===== src/rtl/dump_pkg.sv =====
// Shared types and helpers for the register dump UART: FSM states,
// frame geometry and the nibble-to-ASCII mapping.
package dump_pkg;

  typedef enum logic [2:0] {
    IDLE,
    LOAD,
    START,
    DATA,
    STOP,
    FIN
  } dump_state_t;

  localparam int NLINES         = 17;
  localparam int CHARS_PER_LINE = 10;

  localparam logic [7:0] CR = 8'h0D;
  localparam logic [7:0] LF = 8'h0A;

  // Uppercase hex digit: '0'..'9' then 'A'..'F' ('A' - 10 == 0x37).
  function automatic logic [7:0] hex_ascii(input logic [3:0] n);
    return (n < 4'd10) ? (8'h30 + {4'h0, n}) : (8'h37 + {4'h0, n});
  endfunction

endpackage


===== src/rtl/uart_tx_byte.sv =====
// 8N1 byte transmitter. A byte is taken while idle or in the final cycle
// of a stop bit, so back-to-back bytes follow each other with no gap.
module uart_tx_byte
  import dump_pkg::*;
#(
  parameter int DIV = 434
) (
  input  logic       clk,
  input  logic       reset,
  input  logic [7:0] data,
  input  logic       valid,
  output logic       ready,
  output logic       tx
);

  localparam int              CW       = (DIV > 1) ? $clog2(DIV) : 1;
  localparam logic [CW-1:0]   CNT_LAST = CW'(DIV - 1);

  dump_state_t   state, state_n;
  logic [CW-1:0] cnt, cnt_n;
  logic [2:0]    bit_idx, bit_idx_n;
  logic [7:0]    shreg, shreg_n;
  logic          tx_q, tx_n;
  logic          tick;

  assign tick  = (cnt == CNT_LAST);
  assign ready = (state == IDLE) || ((state == STOP) && tick);
  assign tx    = tx_q;

  always_ff @(posedge clk or negedge reset) begin
    if (!reset) begin
      state   <= IDLE;
      cnt     <= '0;
      bit_idx <= '0;
      shreg   <= '0;
      tx_q    <= 1'b1;
    end else begin
      state   <= state_n;
      cnt     <= cnt_n;
      bit_idx <= bit_idx_n;
      shreg   <= shreg_n;
      tx_q    <= tx_n;
    end
  end

  // The baud counter restarts on every state entry, so bit timing never drifts.
  always_comb begin
    state_n   = state;
    cnt_n     = cnt + CW'(1);
    bit_idx_n = bit_idx;
    shreg_n   = shreg;
    tx_n      = tx_q;
    if (valid && ready) begin
      state_n   = START;
      cnt_n     = '0;
      bit_idx_n = '0;
      shreg_n   = data;
      tx_n      = 1'b0;
    end else begin
      case (state)
        START: begin
          if (tick) begin
            state_n = DATA;
            cnt_n   = '0;
            tx_n    = shreg[0];
          end
        end
        DATA: begin
          if (tick) begin
            cnt_n = '0;
            if (bit_idx == 3'd7) begin
              state_n = STOP;
              tx_n    = 1'b1;
            end else begin
              bit_idx_n = bit_idx + 3'd1;
              shreg_n   = {1'b0, shreg[7:1]};
              tx_n      = shreg[1];
            end
          end
        end
        STOP: begin
          if (tick) begin
            state_n = IDLE;
            cnt_n   = '0;
          end
        end
        default: begin
          state_n = IDLE;
          cnt_n   = '0;
          tx_n    = 1'b1;
        end
      endcase
    end
  end

endmodule


===== src/rtl/reg_dump_uart.sv =====
// Snapshots the 16 core registers plus PC on request and streams them as
// 17 lines of "XXXXXXXX\r\n" over an 8N1 UART.
module reg_dump_uart
  import dump_pkg::*;
#(
  parameter int CLK_HZ = 50_000_000,
  parameter int BAUD   = 115200
) (
  input  logic              clk,
  input  logic              reset,
  input  logic [15:0][31:0] leds_registers,
  input  logic [31:0]       PC_led,
  input  logic              start,
  output logic              busy,
  output logic              done,
  output logic              tx
);

  localparam int DIV = (CLK_HZ + BAUD / 2) / BAUD;

  dump_state_t       state, state_n;
  logic [15:0][31:0] snap_regs;
  logic [31:0]       snap_pc;
  logic [4:0]        line_idx;
  logic [3:0]        char_idx;
  logic [31:0]       word;
  logic [2:0]        nib_sel;
  logic [3:0]        nib;
  logic [7:0]        char_byte;
  logic              last_byte;
  logic              valid;
  logic              ready;
  logic              accept;
  logic              busy_q;

  assign last_byte = (line_idx == 5'(NLINES - 1)) && (char_idx == 4'(CHARS_PER_LINE - 1));
  assign valid     = (state == LOAD);
  assign accept    = valid && ready;
  assign done      = (state == FIN);
  assign busy      = busy_q;

  // Character for the current (line, char) position; chars 8 and 9 end the line.
  always_comb begin
    word      = (line_idx == 5'(NLINES - 1)) ? snap_pc : snap_regs[line_idx[3:0]];
    nib_sel   = 3'd7 - char_idx[2:0];
    nib       = word[{nib_sel, 2'b00} +: 4];
    char_byte = hex_ascii(nib);
    if (char_idx == 4'd8) begin
      char_byte = CR;
    end else if (char_idx == 4'd9) begin
      char_byte = LF;
    end
  end

  always_ff @(posedge clk or negedge reset) begin
    if (!reset) begin
      state <= IDLE;
    end else begin
      state <= state_n;
    end
  end

  // LOAD keeps offering the next character until the transmitter takes it;
  // STOP here means the last byte is in flight and we wait for its stop bit.
  always_comb begin
    state_n = state;
    case (state)
      IDLE:    if (start) state_n = LOAD;
      LOAD:    if (accept && last_byte) state_n = STOP;
      STOP:    if (ready) state_n = FIN;
      FIN:     state_n = IDLE;
      default: state_n = IDLE;
    endcase
  end

  always_ff @(posedge clk or negedge reset) begin
    if (!reset) begin
      snap_regs <= '0;
      snap_pc   <= '0;
      line_idx  <= '0;
      char_idx  <= '0;
      busy_q    <= 1'b0;
    end else begin
      if ((state == IDLE) && start) begin
        snap_regs <= leds_registers;
        snap_pc   <= PC_led;
        line_idx  <= '0;
        char_idx  <= '0;
      end else if (accept) begin
        if (last_byte) begin
          line_idx <= '0;
          char_idx <= '0;
        end else if (char_idx == 4'(CHARS_PER_LINE - 1)) begin
          char_idx <= '0;
          line_idx <= line_idx + 5'd1;
        end else begin
          char_idx <= char_idx + 4'd1;
        end
      end
      if (accept) begin
        busy_q <= 1'b1;
      end else if ((state == STOP) && ready) begin
        busy_q <= 1'b0;
      end
    end
  end

  uart_tx_byte #(
    .DIV(DIV)
  ) u_tx (
    .clk   (clk),
    .reset (reset),
    .data  (char_byte),
    .valid (valid),
    .ready (ready),
    .tx    (tx)
  );

endmodule


===== config.mk =====
export PLATFORM = sky130hd
export DESIGN_NAME = reg_dump_uart
export DESIGN_NICKNAME = d
export VERILOG_FILES = /design/src/rtl/dump_pkg.sv /design/src/rtl/uart_tx_byte.sv /design/src/rtl/reg_dump_uart.sv
export SDC_FILE = /design/constraint.sdc
export NUM_CORES = 1
export LEC_CHECK = 0
export ABC_CLOCK_PERIOD_IN_PS = 11390
export BUFFER_PORTS_ARGS = -buffer_cell sky130_fd_sc_hd__buf_4
export CAP_MARGIN = 20
export CORE_AREA = 4 4 178 266
export CTS_CLUSTER_SIZE = 20
export DETAILED_ROUTE_END_ITERATION = 10
export DIE_AREA = 0 0 182 270
export GPL_TIMING_DRIVEN = 0
export HOLD_SLACK_MARGIN = 0.15
export MAX_ROUTING_LAYER = met4
export PLACE_DENSITY = 0.9
export SYNTH_ARGS = -nofsm -noshare
export SYNTH_HDL_FRONTEND = slang
export SYNTH_HIERARCHICAL = 1
export SYNTH_SLANG_ARGS = --single-unit
export TNS_END_PERCENT = 50

===== constraint.sdc =====
create_clock -name clk -period 11.39 [get_ports clk]
set_input_delay 1.139 -clock clk [delete_from_list [all_inputs] [get_ports clk]]
set_output_delay 1.139 -clock clk [all_outputs]
set_load 0.03 [all_outputs]

# Word-level counts from Yosys, hierarchy flattened

Cells that the tools add are included.

Output and inout port bits: 3
Flip-flop bits (word level): 581
Input port bits: 547

Equality and inequality tests: 20
$lt $le $gt $ge: 2
Shift operators: 1
$add $sub $neg: 7
Reductions and logical operators: 20
Mux-type cells: 42

Operator list:

| operator                                               | number |
|---|---|
| binary-select mux 32 bit (select 4 bit)                | 1 |
| 2-to-1 mux 32 bit                                      | 2 |
| 2-to-1 mux 8 bit                                       | 5 |
| 2-to-1 mux 3 bit                                       | 12 |
| variable part select 32 x 6 -> 4 bit                   | 1 |
| 2-to-1 mux 9 bit                                       | 3 |
| 2-to-1 mux 5 bit                                       | 4 |
| one-hot mux 3 bit (3 select lines)                     | 2 |
| 2-to-1 mux 4 bit                                       | 4 |
| adder 6 x 4 -> 7 bit (first input constant)            | 2 |
| 2-to-1 mux 7 bit                                       | 2 |
| == test 3 bit (second input constant)                  | 4 |
| inequality test 3 x 2 -> 1 bit (second input constant) | 4 |
| inequality test 2 bit (second input constant)          | 5 |
| adder 9 x 1 -> 9 bit (second input constant)           | 1 |
| == test 9 bit (second input constant)                  | 1 |
| AND reduction 3 bit                                    | 3 |
| == test 4 bit (second input constant)                  | 2 |
| nonzero test 2 bit                                     | 4 |
| == test 3 x 2 -> 1 bit (second input constant)         | 2 |
| logical AND 1 bit                                      | 6 |
| zero test 3 bit                                        | 2 |
| 2-to-1 mux 1 bit                                       | 6 |
| adder 5 x 1 -> 5 bit (second input constant)           | 1 |
| other kinds (13)                                       | 13 |

# Logic depth before layout (Yosys ltp)

Depth after elaboration: 9
Gate-level depth with buffers: 20
Gate-level depth less buffers: 15

# Hierarchy

The synthesis kept the hierarchy.

By module, submodules not included:

| module        | area an instance (um2) | instances | seq. area each (um2) | cells an instance |
|---|---|---|---|---|
| reg_dump_uart | 25459.4                | 1         | 13913.3              | 1671 |
| uart_tx_byte  | 1226.2                 | 1         | 601.8                | 118 |

# Worst setup path before layout

OpenSTA, ideal clock, no wires.

Path type: flip-flop to flip-flop
Start point: register line_idx[0]
End point: register u_tx.shreg[2]
Stages on the path, launching flop included: 19
Data required time: 11279 ps
Path buffers: 6
Clock period less this slack: 3565 ps
Slack: 7825 ps
Arrival: 3453 ps
Cell sequence: dfrtp_1 > buf_6 > buf_6 > buf_6 > buf_2 > inv_1 > ha_1 > nand4bb_1 > clkbuf_1 > buf_2 > nor2_1 > o311a_1 > o32ai_2 > inv_2 > ha_1 > a211o_1 > o211ai_1 > inv_1 > a222oi_1

Cells in the longest elaborated chain, start to end: 9

Ends and longest elaborated chain:

| element                                                                   | RTL line            | RTL |
|---|---|---|
| start, declared                                                           | reg_dump_uart.sv:24 | `logic [4:0] line_idx;` |
| start signal, assigned                                                    | reg_dump_uart.sv:95 | `line_idx <= line_idx + 5'd1;` |
| binary-select mux 32 bit (select 4 bit)                                   | reg_dump_uart.sv:44 | `word = (line_idx == 5'(NLINES - 1)) ? snap_pc : snap_regs[line_idx[3:0]];` |
| 2-to-1 mux 32 bit (not written as such)                                   | reg_dump_uart.sv:44 |  |
| 2-to-1 mux 32 bit (*)                                                     | reg_dump_uart.sv:44 |  |
| variable part select 32 x 6 -> 4 bit (*)                                  | reg_dump_uart.sv:46 | `nib = word[{nib_sel, 2'b00} +: 4];` |
| adder 6 x 4 -> 7 bit / less-than comparator 4 bit (equally long branches) | dump_pkg.sv:22      | `return (n < 4'd10) ? (8'h30 + {4'h0, n}) : (8'h37 + {4'h0, n});` |
| 2-to-1 mux 7 bit (*)                                                      | dump_pkg.sv:22      |  |
| 2-to-1 mux 7 bit (*)                                                      | reg_dump_uart.sv:50 | `end else if (char_idx == 4'd9) begin` |
| 2-to-1 mux 8 bit (*)                                                      | reg_dump_uart.sv:48 | `if (char_idx == 4'd8) begin` |
| named net char_byte[2]                                                    | reg_dump_uart.sv:29 | `logic [7:0] char_byte;` |
| 2-to-1 mux 8 bit (*)                                                      | uart_tx_byte.sv:53  | `if (valid && ready) begin` |
| end signal, assigned                                                      | uart_tx_byte.sv:41  | `shreg <= shreg_n;` |
| end, declared                                                             | uart_tx_byte.sv:22  | `logic [7:0] shreg, shreg_n;` |

Mark *: on every way through the listed nets, which the timed path passes. The rest lies on a longest branch. The select of a mux whose other input is x is not followed.
A chain may end at the register's enable or synchronous reset.

# Worst setup path after layout

Start point: register line_idx[0]
End point: register u_tx.shreg[1]

Same word-level chain as after synthesis.

==> results.yml <==
min_path:
  hp-class: "register to register"
  hold_depth: 1
yosys:
  synth_edf_count: 0
  ys_ff_latch: 580
  yosysSeqAreaShare_pct: 54.39
  avgSynthCellArea_um2: 14.92
  netlist_instances: 1789
  synthFlopType: "dfrtp_1"
  syn_area_um2: 26690
  synth_nets: 2351
  synthArstFlopShare_pct: 100.0
  synth-warning-count: 6
  yosysTopAreaCell: "dfrtp_1"
  synth_top_area_share_pct: 54.29
  ys_types: 79
  yosys-top-cells-area: "dfrtp_1, mux2_2, mux4_2"
cts:
  cts.sinks: 580
  cts_resized: 0
  cts_setup_buffers: 0
  clkLatencyLatePin_ps: 600
  cts.clk_slew.worst_paths_ps: 70
  cts.path.max_buffers: 3
  cts_inserted_buffers: 54
  htreeDepth: 2
  root_buffer: "clkbuf_16"
  cts_tree: "done"
  ctsHoldBuffers: 0
finish:
  nFillCells: 2696
  area_delta_synth_final_pct: 26.08
  final_layout_size_suffix_gt1_share_pct: 55.51
  final_util_pct: 75.08
  nets: 2961
  layout_commonest_cell: "dfrtp_1"
  layout_common_cells: "dfrtp_1, mux2_2, buf_4"
power_and_ir_drop:
  p_per_area_nw_per_um2: 252.4
  peakVddDrop_mv: 0.1781
  power.total_mw: 8.494
  p_leak_nw: 14.44
floorplanning:
  die_height_um: 270
  pin_count: 550
  row_count: 95
  start_util_pct: 59.55
  core_area_um2: 44810
  die_w_um: 182
  die-area_um2: 49140
detailed_routing:
  drt_wl_total_mm: 103.5
  drc_errors: 0
  drtIter0Drc: 2031
  detail-route-antenna-nets: 0
  routed-via-count: 20190
  wl_per_cell_um: 33.84
  firstDrtPassIters: 7
  vias_per_cell: 6.598
global_route:
  grt_pass1_wl_mm: 145.7
  gr-total-overflow: 0
  antenna_found_initial: 37
  grt_pass1_vias: 21560
  grt_max_degree: 128
  grtUsageTotal_pct: 42.16
timing:
  finalCriticalPeriod_ps: 5154
  worst_pin_slew_ps: 1167
  finalSetupTns_ps: 0
  hold_viol: 0
  slew_viol_final: 0
  final-setup-viol-count: 0
  finalWorstSetupSlack_ps: 6236
  hold_slack_ps: 503.7
  skew_ps: 27.33
  fin_crit_sh_pct: 45.25
  relSlewSlack_pct: 22.02
  rsz0062_at_grt: "no"
  fmax_ghz: 0.1940
place:
  place.gp.congestion: 0.9972
  hpwl_mm: 76.05
  port-buffer-count: 549
  pre_cts_ws_ps: 6452
worst_setup_path:
  cp_max_fo: 10
  r2r_slack_ps: 6240
  cp-end-kind: "register"
  required_ps: 11860
  rr_worst_depth: 20
  worst_setup_path_start_kind: "register"
  critPathKind: "register to register"
  arrival_ps: 5620
outcome:
  status: "finished clean"
flow_run:
  maxCapViolCount: 0
[layer usage]
layer  track usage (%)  vias up  wire length, um
met2             65.87     1386            50350
met3             8.300      414             9017
met1             48.94    10430            34780
met4             29.66        0             9393
met5                 -        -                0
li1                  -     7957                -
[synthesized netlist by cell type, types with 4 or more instances]
library cell / count
a211o_1: 8
a211oi_1: 12
a21oi_1: 27
a222oi_1: 7
a22o_1: 7
a22oi_1: 18
a31oi_1: 4
and2_1: 4
buf_1: 6
buf_2: 27
buf_6: 13
clkbuf_1: 69
dfrtp_1: 579
ha_1: 15
inv_1: 26
mux2_1: 4
mux2_2: 555
mux2i_1: 59
mux4_2: 99
nand2_1: 35
nand2b_1: 4
nand3_1: 10
nand4_1: 9
nor2_1: 40
nor2b_1: 9
nor3_1: 9
nor3b_1: 4
o21ai_0: 19
o221ai_1: 6
o22a_1: 4
o22ai_1: 23
xnor2_1: 4
[state kept, by name, indices dropped and copies added, names as in the netlist, 2 cells and up]
signal / count
snap_regs: 512
state: 2
char_idx: 4
u_tx/shreg: 8
snap_pc: 32
u_tx/cnt: 9
line_idx: 5
u_tx/bit_idx: 3
u_tx/state: 3
[worst paths after layout]
path	to	start
max in group asynchronous	snap_pc[2]	reset
min in group asynchronous	snap_regs[273]	reset
worst max-delay path	u_tx/shreg[1]	line_idx[0]
worst max register to register	u_tx/shreg[1]	line_idx[0]
worst min register to register	snap_regs[468]	snap_regs[468]
worst min-delay path	snap_regs[468]	snap_regs[468]
[cell type report]
| type | count | area (um^2) | area share [%] |
|---|---|---|---|
| clock inverter | 22 | 320.3 | 0.9520 |
| multi-input combinational | 1060 | 11420 | 33.94 |
| inverter | 29 | 108.9 | 0.3235 |
| tap | 582 | 728.2 | 2.164 |
| antenna | 37 | 92.59 | 0.2752 |
| sequential | 580 | 14520 | 43.14 |
| timing repair buffer | 554 | 4244 | 12.61 |
| buffer | 120 | 640.6 | 1.904 |
| clock buffer | 76 | 1575 | 4.682 |
[where the power goes]
| part | switching (mW) | leakage, nW | total, mW | internal [mW] |
|---|---|---|---|---|
| registers | 0.645 | 6.87 | 3.74 | 3.10 |
| clock network | 0.817 | 0.940 | 1.96 | 1.14 |
| logic | 1.22 | 6.63 | 2.79 | 1.56 |
| total | 2.69 | 14.4 | 8.49 | 5.81 |
[cells by family after synthesis]
kind of cell	synth area share, %
mux	34.16
flops	54.39
buf+inv	2.809
fa+ha+maj	0.7033
xor+xnor	0.1969
other cells	0.01405
compound gates	4.937
simple gates	2.790
[critical path, cell delays in order, from the launching register on]
cell and delay (ps):
dfrtp_1 390, buf_6 230, buf_6 300, buf_6 310, buf_2 450, inv_1 90, ha_1 290, nand4bb_1 350
clkbuf_1 500, buf_2 340, o21ai_0 110, a22oi_1 180, o21ai_1 140, o32ai_2 270, inv_2 110, ha_1 300
nand2_1 50, o21ai_0 80, a21oi_1 170, inv_1 80, a222oi_1 250
[stage by stage]
stage	instance area, um^2	std cells
floorplan	26690	1789
global placement	31540	2920
detailed placement	31660	2925
CTS	33550	3023
global route	33650	3060
finish	33650	3060
No activity file was read; power rests on OpenSTA's default activity.
